==> src/rtl/cgra_arb_pkg.sv <==
// Shared types and helpers for the CGRA ingress stream arbiter.
// PHIT_SIZE mirrors phit_size from the interface header.
package cgra_arb_pkg;
  typedef enum logic {IDLE = 1'b0, XFER = 1'b1} arb_state_t;

  localparam int DEF_NUM_SRC = 4;
  localparam int PHIT_SIZE   = 32;

  // First set bit at or after ptr, wrapping at n-1; sized for up to 16 sources.
  function automatic logic [3:0] rr_select(input logic [15:0] valid, input logic [3:0] ptr,
                                           input int n);
    logic [3:0] sel;
    logic       found;
    int         j;
    sel   = '0;
    found = 1'b0;
    for (int k = 0; k < 16; k++) begin
      j = (int'(ptr) + k) % n;
      if (k < n && !found && valid[4'(j)]) begin
        sel   = 4'(j);
        found = 1'b1;
      end
    end
    return sel;
  endfunction
endpackage

==> src/rtl/cgra_stream_arb_rr_picker.sv <==
// Combinational round-robin priority encoder: valid vector + pointer -> index + any.
module rr_picker import cgra_arb_pkg::*; #(
  parameter int NUM_SRC = DEF_NUM_SRC,
  parameter int IW      = $clog2(DEF_NUM_SRC)
) (
  input  logic [NUM_SRC-1:0] valid,
  input  logic [IW-1:0]      ptr,
  output logic [IW-1:0]      idx,
  output logic               any
);
  assign any = |valid;
  assign idx = IW'(rr_select(16'(valid), 4'(ptr), NUM_SRC));
endmodule

==> src/rtl/cgra_stream_arb.sv <==
// Packet-granular round-robin arbiter onto the single CGRA ingress AXI-Stream.
// Optional per-source packet counters and pkt_count port with CGRA_ARB_STATS_EN.
module cgra_stream_arb import cgra_arb_pkg::*; #(
  parameter int  NUM_SRC = DEF_NUM_SRC,
  parameter int  PHIT_W  = PHIT_SIZE,
  localparam int KW      = PHIT_W / 8,
  localparam int IW      = $clog2(NUM_SRC)
) (
  input  logic                  ap_clk,
  input  logic                  ap_rst,
  input  logic [NUM_SRC*PHIT_W-1:0] s_axis_tdata,
  input  logic [NUM_SRC-1:0]    s_axis_tvalid,
  output logic [NUM_SRC-1:0]    s_axis_tready,
  input  logic [NUM_SRC-1:0]    s_axis_tlast,
  input  logic [NUM_SRC*KW-1:0] s_axis_tkeep,
  output logic [PHIT_W-1:0]     m_axis_tdata,
  output logic                  m_axis_tvalid,
  input  logic                  m_axis_tready,
  output logic                  m_axis_tlast,
  output logic [KW-1:0]         m_axis_tkeep,
  output logic [IW-1:0]         grant_idx,
  output logic                  busy
`ifdef CGRA_ARB_STATS_EN
  ,
  output logic [NUM_SRC*32-1:0] pkt_count
`endif
);
  arb_state_t    state;
  logic [IW-1:0] rr_ptr;
  logic [IW-1:0] pick_idx;
  logic          pick_any;
  logic          hs_last;

  rr_picker #(.NUM_SRC(NUM_SRC), .IW(IW)) u_pick (
    .valid (s_axis_tvalid),
    .ptr   (rr_ptr),
    .idx   (pick_idx),
    .any   (pick_any)
  );

  // Pure combinational steering: no register stage between sources and sink.
  always_comb begin
    m_axis_tdata  = '0;
    m_axis_tkeep  = '0;
    m_axis_tlast  = 1'b0;
    m_axis_tvalid = 1'b0;
    s_axis_tready = '0;
    if (state == XFER) begin
      for (int i = 0; i < NUM_SRC; i++) begin
        if (IW'(i) == grant_idx) begin
          m_axis_tdata     = s_axis_tdata[i*PHIT_W +: PHIT_W];
          m_axis_tkeep     = s_axis_tkeep[i*KW +: KW];
          m_axis_tlast     = s_axis_tlast[i];
          m_axis_tvalid    = s_axis_tvalid[i];
          s_axis_tready[i] = m_axis_tready;
        end
      end
    end
  end

  assign hs_last = m_axis_tvalid & m_axis_tready & m_axis_tlast;

  always_ff @(posedge ap_clk) begin
    if (ap_rst) begin
      state     <= IDLE;
      rr_ptr    <= '0;
      grant_idx <= '0;
      busy      <= 1'b0;
    end else begin
      case (state)
        IDLE: if (pick_any) begin
          grant_idx <= pick_idx;
          state     <= XFER;
          busy      <= 1'b1;
        end
        XFER: if (hs_last) begin
          state  <= IDLE;
          busy   <= 1'b0;
          rr_ptr <= (grant_idx == IW'(NUM_SRC - 1)) ? '0 : grant_idx + IW'(1);
        end
        default: state <= IDLE;
      endcase
    end
  end

`ifdef CGRA_ARB_STATS_EN
  logic [NUM_SRC-1:0][31:0] cnt;

  always_ff @(posedge ap_clk) begin
    if (ap_rst) cnt <= '0;
    else if (hs_last) begin
      for (int i = 0; i < NUM_SRC; i++)
        if (IW'(i) == grant_idx) cnt[i] <= cnt[i] + 32'd1;
    end
  end

  assign pkt_count = cnt;
`endif
endmodule

==> config.mk <==
export PLATFORM = sky130hd
export DESIGN_NAME = cgra_stream_arb
export DESIGN_NICKNAME = d
export VERILOG_FILES = /design/src/rtl/cgra_arb_pkg.sv /design/src/rtl/cgra_stream_arb_rr_picker.sv /design/src/rtl/cgra_stream_arb.sv
export SDC_FILE = /design/constraint.sdc
export NUM_CORES = 1
export LEC_CHECK = 0
export CORE_MARGIN = 5
export CORE_UTILIZATION = 25
export CTS_CLUSTER_SIZE = 10
export DETAILED_ROUTE_END_ITERATION = 7
export PLACE_DENSITY = 0.8
export SLEW_MARGIN = 5
export SYNTH_ARGS = -nofsm -noshare
export SYNTH_HDL_FRONTEND = slang
export SYNTH_HIERARCHICAL = 1
export SYNTH_SLANG_ARGS = --single-unit
==> constraint.sdc <==
create_clock -name ap_clk -period 2.2 [get_ports ap_clk]
set_input_delay 0.55 -clock ap_clk [delete_from_list [all_inputs] [get_ports ap_clk]]
set_output_delay 0.55 -clock ap_clk [all_outputs]
set_load 0.01 [all_outputs]
== Yosys cells after proc, flatten, opt, wreduce, memory -nomap -nowiden ==
Index checks and enable logic that the tools add are counted.
Operators by class
  $add $sub $neg: 4
  multiply operators: 0
  divide/modulo/power cells: 0
  order comparisons: 4
  equality and inequality tests: 6
  shifts and indexed selects: 0
  multiplexer cells: 50
  bitwise logic cells: 6
  reductions and logical operators: 14
Operator list (count)
  two-way mux 32 bit: 5
  two-way mux 1 bit: 28
  two-way mux 4 bit: 6
  less-than comparator 3 x 6 -> 1 bit (second input constant): 3
  two-way mux 2 bit: 5
  binary-select mux 1 bit (select 3 bit): 3
  AND reduction 2 bit: 3
  OR reduction 2 bit: 3
  less-than comparator 2 x 5 -> 1 bit (second input constant): 1
  adder 2 x 1 -> 2 bit (second input constant): 2
  adder 2 bit (second input constant): 2
  equality test 2 bit (first input constant): 2
  one-hot mux 1 bit (2 select lines): 2
  OR reduction 4 bit: 1
  bitwise AND 1 bit (first input constant): 3
  logical AND 1 bit: 3
  logical NOT 1 bit: 3
  bitwise AND 1 bit: 2
  binary-select mux 1 bit (select 2 bit): 1
  equality test 1 x 2 -> 1 bit (first input constant): 1
  equality test 2 bit (second input constant): 1
  logical NOT 2 bit: 1
  inequality test 2 x 1 -> 1 bit (second input constant): 1
  inequality test 2 bit (second input constant): 1
  inverter 1 bit: 1
Storage, ports and cells
  bits in registers: 6
  latch bits: 0
  RAM bits: 0
  ROM bits: 0
  input bits: 155
  output and inout port bits: 45
  word-level logic and storage cells: 88
  memories kept: 0

== Depth between registers and ports, before layout ==
  depth after elaboration: 14
  mapped depth: 8
  gate-level depth less buffers: 6

== By module ==
Netlist, hierarchy kept.
Modules (own cells, without submodules)
  cgra_stream_arb: times used 1, cells an instance 225, area an instance 1585.3 um2, seq. area each 120.1 um2
  rr_picker: times used 1, cells an instance 15, area an instance 77.6 um2, seq. area each 0.0 um2

== Least setup slack after synthesis ==
Ideal clock, no wire load.
  kind: register to output
  start: register grant_idx[1]
  end: output m_axis_tdata[23]
  arrival: 1.855 ns
  required time: 1.650 ns
  path slack: -0.205 ns
  stages on the path, launching flop included: 9
  path buffers: 2
  path through: dfxtp_1 > inv_1 > ha_1 > nor2b_1 > buf_2 > buf_1 > a221o_1 > o211ai_1 > a21boi_0
Between the ends
  cells in the longest elaborated chain, start to end: 6
  elaborated cells between the ends (all ways): 9
  those cells by class: 3 x eq/ne; 5 x mux; 1 x reduce/logical
Ends and longest elaborated chain
  start: declaration: line cgra_stream_arb.sv:21  | output logic [IW-1:0] grant_idx,
  start signal: assignment: line cgra_stream_arb.sv:72  | grant_idx <= pick_idx;
  logical NOT 2 bit: line cgra_stream_arb.sv:50  | if (IW'(i) == grant_idx) begin
  two-way mux 32 bit (3 in series): line cgra_stream_arb.sv:50
  two-way mux 32 bit *: line cgra_stream_arb.sv:50
  two-way mux 32 bit *: line cgra_stream_arb.sv:48  | if (state == XFER) begin
  end: declaration: line cgra_stream_arb.sv:16  | output logic [PHIT_W-1:0] m_axis_tdata,
Mark *: on every way between the ends. The rest lies on a longest branch, timed or not.

== Worst setup path in the final report ==
  start: register grant_idx[0]
  end: output m_axis_tdata[25]
Same word-level chain as after synthesis.

==> impl_metrics.yaml <==
final_layout:
  syn2layout_area_growth_pct: 149
  drive_gt1_share_pct: 23.1
  insertedDiodeCount: 0
  layoutNonFillerInstCount: 540
  mostFrequentLayoutCells: "156 x clkdlybuf4s50_1, 42 x nand2_1, 39 x buf_2, 37 x o211ai_1"
  final_nets: 624
  fin_util_pct: 64.4
  final_area_um2: 4130
  final_common_cell: "clkdlybuf4s50_1"
power:
  power_switching_uw: 380
  ir_worst_vdd_uv: 345
  p_sw_share_pct: 32.2
  seqPwrFrac_pct: 10.1
  p_leak_uw: 0.00170
  p_clk_share_pct: 14.2
  power.density_nw_per_um2: 285
  p_int_uw: 800
  power_frac_comb_pct: 75.6
  finalPower_uw: 1180
run_status:
  status: "complete, but fails checks"
  violations: "negative setup slack"
timing:
  maxSlewViolCount: 0
  slew_headroom_pct: 78.4
  max_freq_ghz: 0.409
  fin_skew_ns: 0.000482
  tightest_slew_ns: 0.323
  hold_violations: 0
  fin_crit_ns: 2.45
  rsz0062_at_grt: "true"
  fin_ws_ns: -0.247
  finalSetupViolCount: 39
  timing.final.crit_share_pct: 111
critical_path:
  path_class: "reg2out"
  path_buf_inv: 4
  crit_path_cell_trace: "inv_4 > ha_4 > nor2b_4 > buf_6 > buf_12 > a221o_1 > o211ai_1 > a21boi_1 > buf_2"
  rr_startpoint: "grant_idx[0]"
  cp_max_fo: 8
  arrival_ns: 1.90
  rrSetupSlack_ns: -0.01
  cp_data_required_time_ns: 1.65
  r2r-end: "rr_ptr[0]"
  start_kind: "flop"
  cp_top_family: "compound AO/OA/AOI/OAI gates"
  crit_path_end_kind: "output pin"
  reg2regPathDepth: 9
  critical-path-slowest-cell: "dfxtp_4"
  critical_path.max_stage_delay_ns: 0.36
synth:
  syn_area_per_cell_um2: 6.93
  synth_seq_area_share_pct: 7.22
  syn_inst: 240
  netlist_area_um2: 1660
  synth_warnings: 6
  yosys_register_bits: 6
  synth.distinct_cells: 31
  synthesis.nets: 399
worst_hold_path:
  whs_path_depth: 2
  worstHoldPathType: "reg2reg"
  worstHoldEndpoint: "busy"
  min_from: "busy"
placement:
  dp_cells: 521
  place_area_um2: 3960
  portBuffers: 199
  dp_slack_ns: -0.392
  place_hpwl_um: 7970
  place.gp.congestion: 0.818
clock_network:
  clk_latency_ns: 0.22
  clockBufferDepth: 2
  clock-sinks: 6
  cts_buffers: 3
  holdBufCountCts: 0
  path_clk_slew_ns: 0.04
  ctsHtreeMaxLevel: 1
  cts_tree: "done"
  clockRootBuffer: "clkbuf_8"
route:
  drc_errors: 0
  wl_um: 10600
  wire_per_inst_um: 19.7
  drt_iter0_drc: 123
  drt_pass1_iterations: 4
  postRouteAntennaNets: 0
  vias: 2911
  via_per_inst: 5.39
global_routing:
  grt_pass1_vias: 2873
  grt_pass1_wl_um: 15600
  grt_usage_pct: 22.9
  overflow: 0
  grt_max_degree: 28
  antenna_found_initial: 0
floorplanning:
  die_w_um: 91.6
  std_cell_rows: 29
  initial_core_util_pct: 25.9
  die_area_um2: 8380
  die-height_um: 91.6
  fp.coreArea_um2: 6420
  io_pins: 200
flow_run:
  maxCapViolCount: 0
layout make-up:
| cell class | instances | area [µm²] |
|---|---|---|
| Sequential cell | 6 | 125 |
| Inverter | 11 | 46.3 |
| Tap cell | 77 | 96.3 |
| Fill cell | 566 | 2290 |
| Multi-Input combinational cell | 194 | 1440 |
| Clock buffer | 3 | 41.3 |
| Timing Repair Buffer | 249 | 2390 |
power by group through the flow:
stage          combinational [µW]  sequential, µW  clock [µW]
4_1_cts                       853             120         167
3_3_place_gp                  850             121           0
2_1_floorplan                 323             122           0
5_1_grt                       955             120         175
3_5_place_dp                  863             121           0
6_report                      893             119         168
tightest hold or removal path: cells and delay by family (launching register included):
| kind | cells | cell delay, ns |
|---|---|---|
| AND/OR/NAND/NOR | 1 | 0.06 |
| AO/OA/AOI/OAI | 1 | 0.05 |
| flip-flops | 1 | 0.31 |
synthesized netlist by cell type (all sizes together):
cell | count | share of area, %
o311ai | 1 | 0.53
a21boi | 36 | 16
mux2 | 1 | 0.68
nand3 | 2 | 0.60
o221ai | 1 | 0.53
o2bb2ai | 1 | 0.53
nor2b | 3 | 1.1
a2111oi | 1 | 1.7
nor2 | 7 | 1.6
o211ai | 37 | 17
mux2i | 1 | 0.60
buf | 12 | 3.2
a21oi | 7 | 2.3
clkbuf | 17 | 3.9
nor3 | 2 | 0.60
and3 | 4 | 1.5
dfxtp | 6 | 7.2
a221o | 36 | 22
a211o | 1 | 0.53
o2111ai | 1 | 0.90
and3b | 1 | 0.53
inv | 11 | 2.5
o21ai | 1 | 0.30
a21o | 1 | 0.45
nand2b | 3 | 1.1
ha | 4 | 3.0
nand2 | 42 | 9.5
flip-flops by register name, indices dropped and copies added, names as in the netlist:
register	flops
busy	1
grant_idx	2
state	1
rr_ptr	2
metrics by stage:
step | hold WS, ns | TNS [ns]
final | 0.462 | -5.88
after global routing | 0.485 | -8.71
after CTS | 0.466 | -5.13
after detailed placement | 0.458 | -13.07
after global placement | 0.456 | -12.43
after floorplan | 0.472 | -0.00629
layer usage:
layer,GRT usage [%],up-vias,share of wire [%]
li1,-,1393,-
met1,27.0,1359,39
met2,42.3,143,51
met3,4.79,16,8.5
met4,4.52,0,2.2
met5,0,-,0
cells by family after synthesis:
group                    after synthesis  synth area share [%]
AO/OA/AOI/OAI                        124                  62.4
adder cells (fa/ha/maj)                4                  3.01
buffers and inverters                 40                  9.56
flip-flops                             6                  7.22
multiplexers                           2                  1.28
AND/OR/NAND/NOR                       64                  16.6
timing repair:
item	4_1_cts	5_1_grt
gates cloned	3	4
gates resized for setup	183	13
setup endpoints to repair	42	44
pin swaps	16	92
buffers inserted	6	3
worst max-delay path by stage:
stage	startpoint	endpoint	slack, ns	cells past startpoint
3_5_place_dp	s_axis_tkeep[2]	m_axis_tkeep[2]	-0.39	6
6_report	grant_idx[0]	m_axis_tdata[25]	-0.25	9
5_1_grt	grant_idx[0]	m_axis_tdata[5]	-0.29	9
4_1_cts	grant_idx[0]	m_axis_tdata[13]	-0.22	9
2_1_floorplan	grant_idx[1]	m_axis_tdata[23]	-0.006	8
3_3_place_gp	s_axis_tkeep[2]	m_axis_tkeep[2]	-0.39	6
Power figures use the tool's default switching activity.
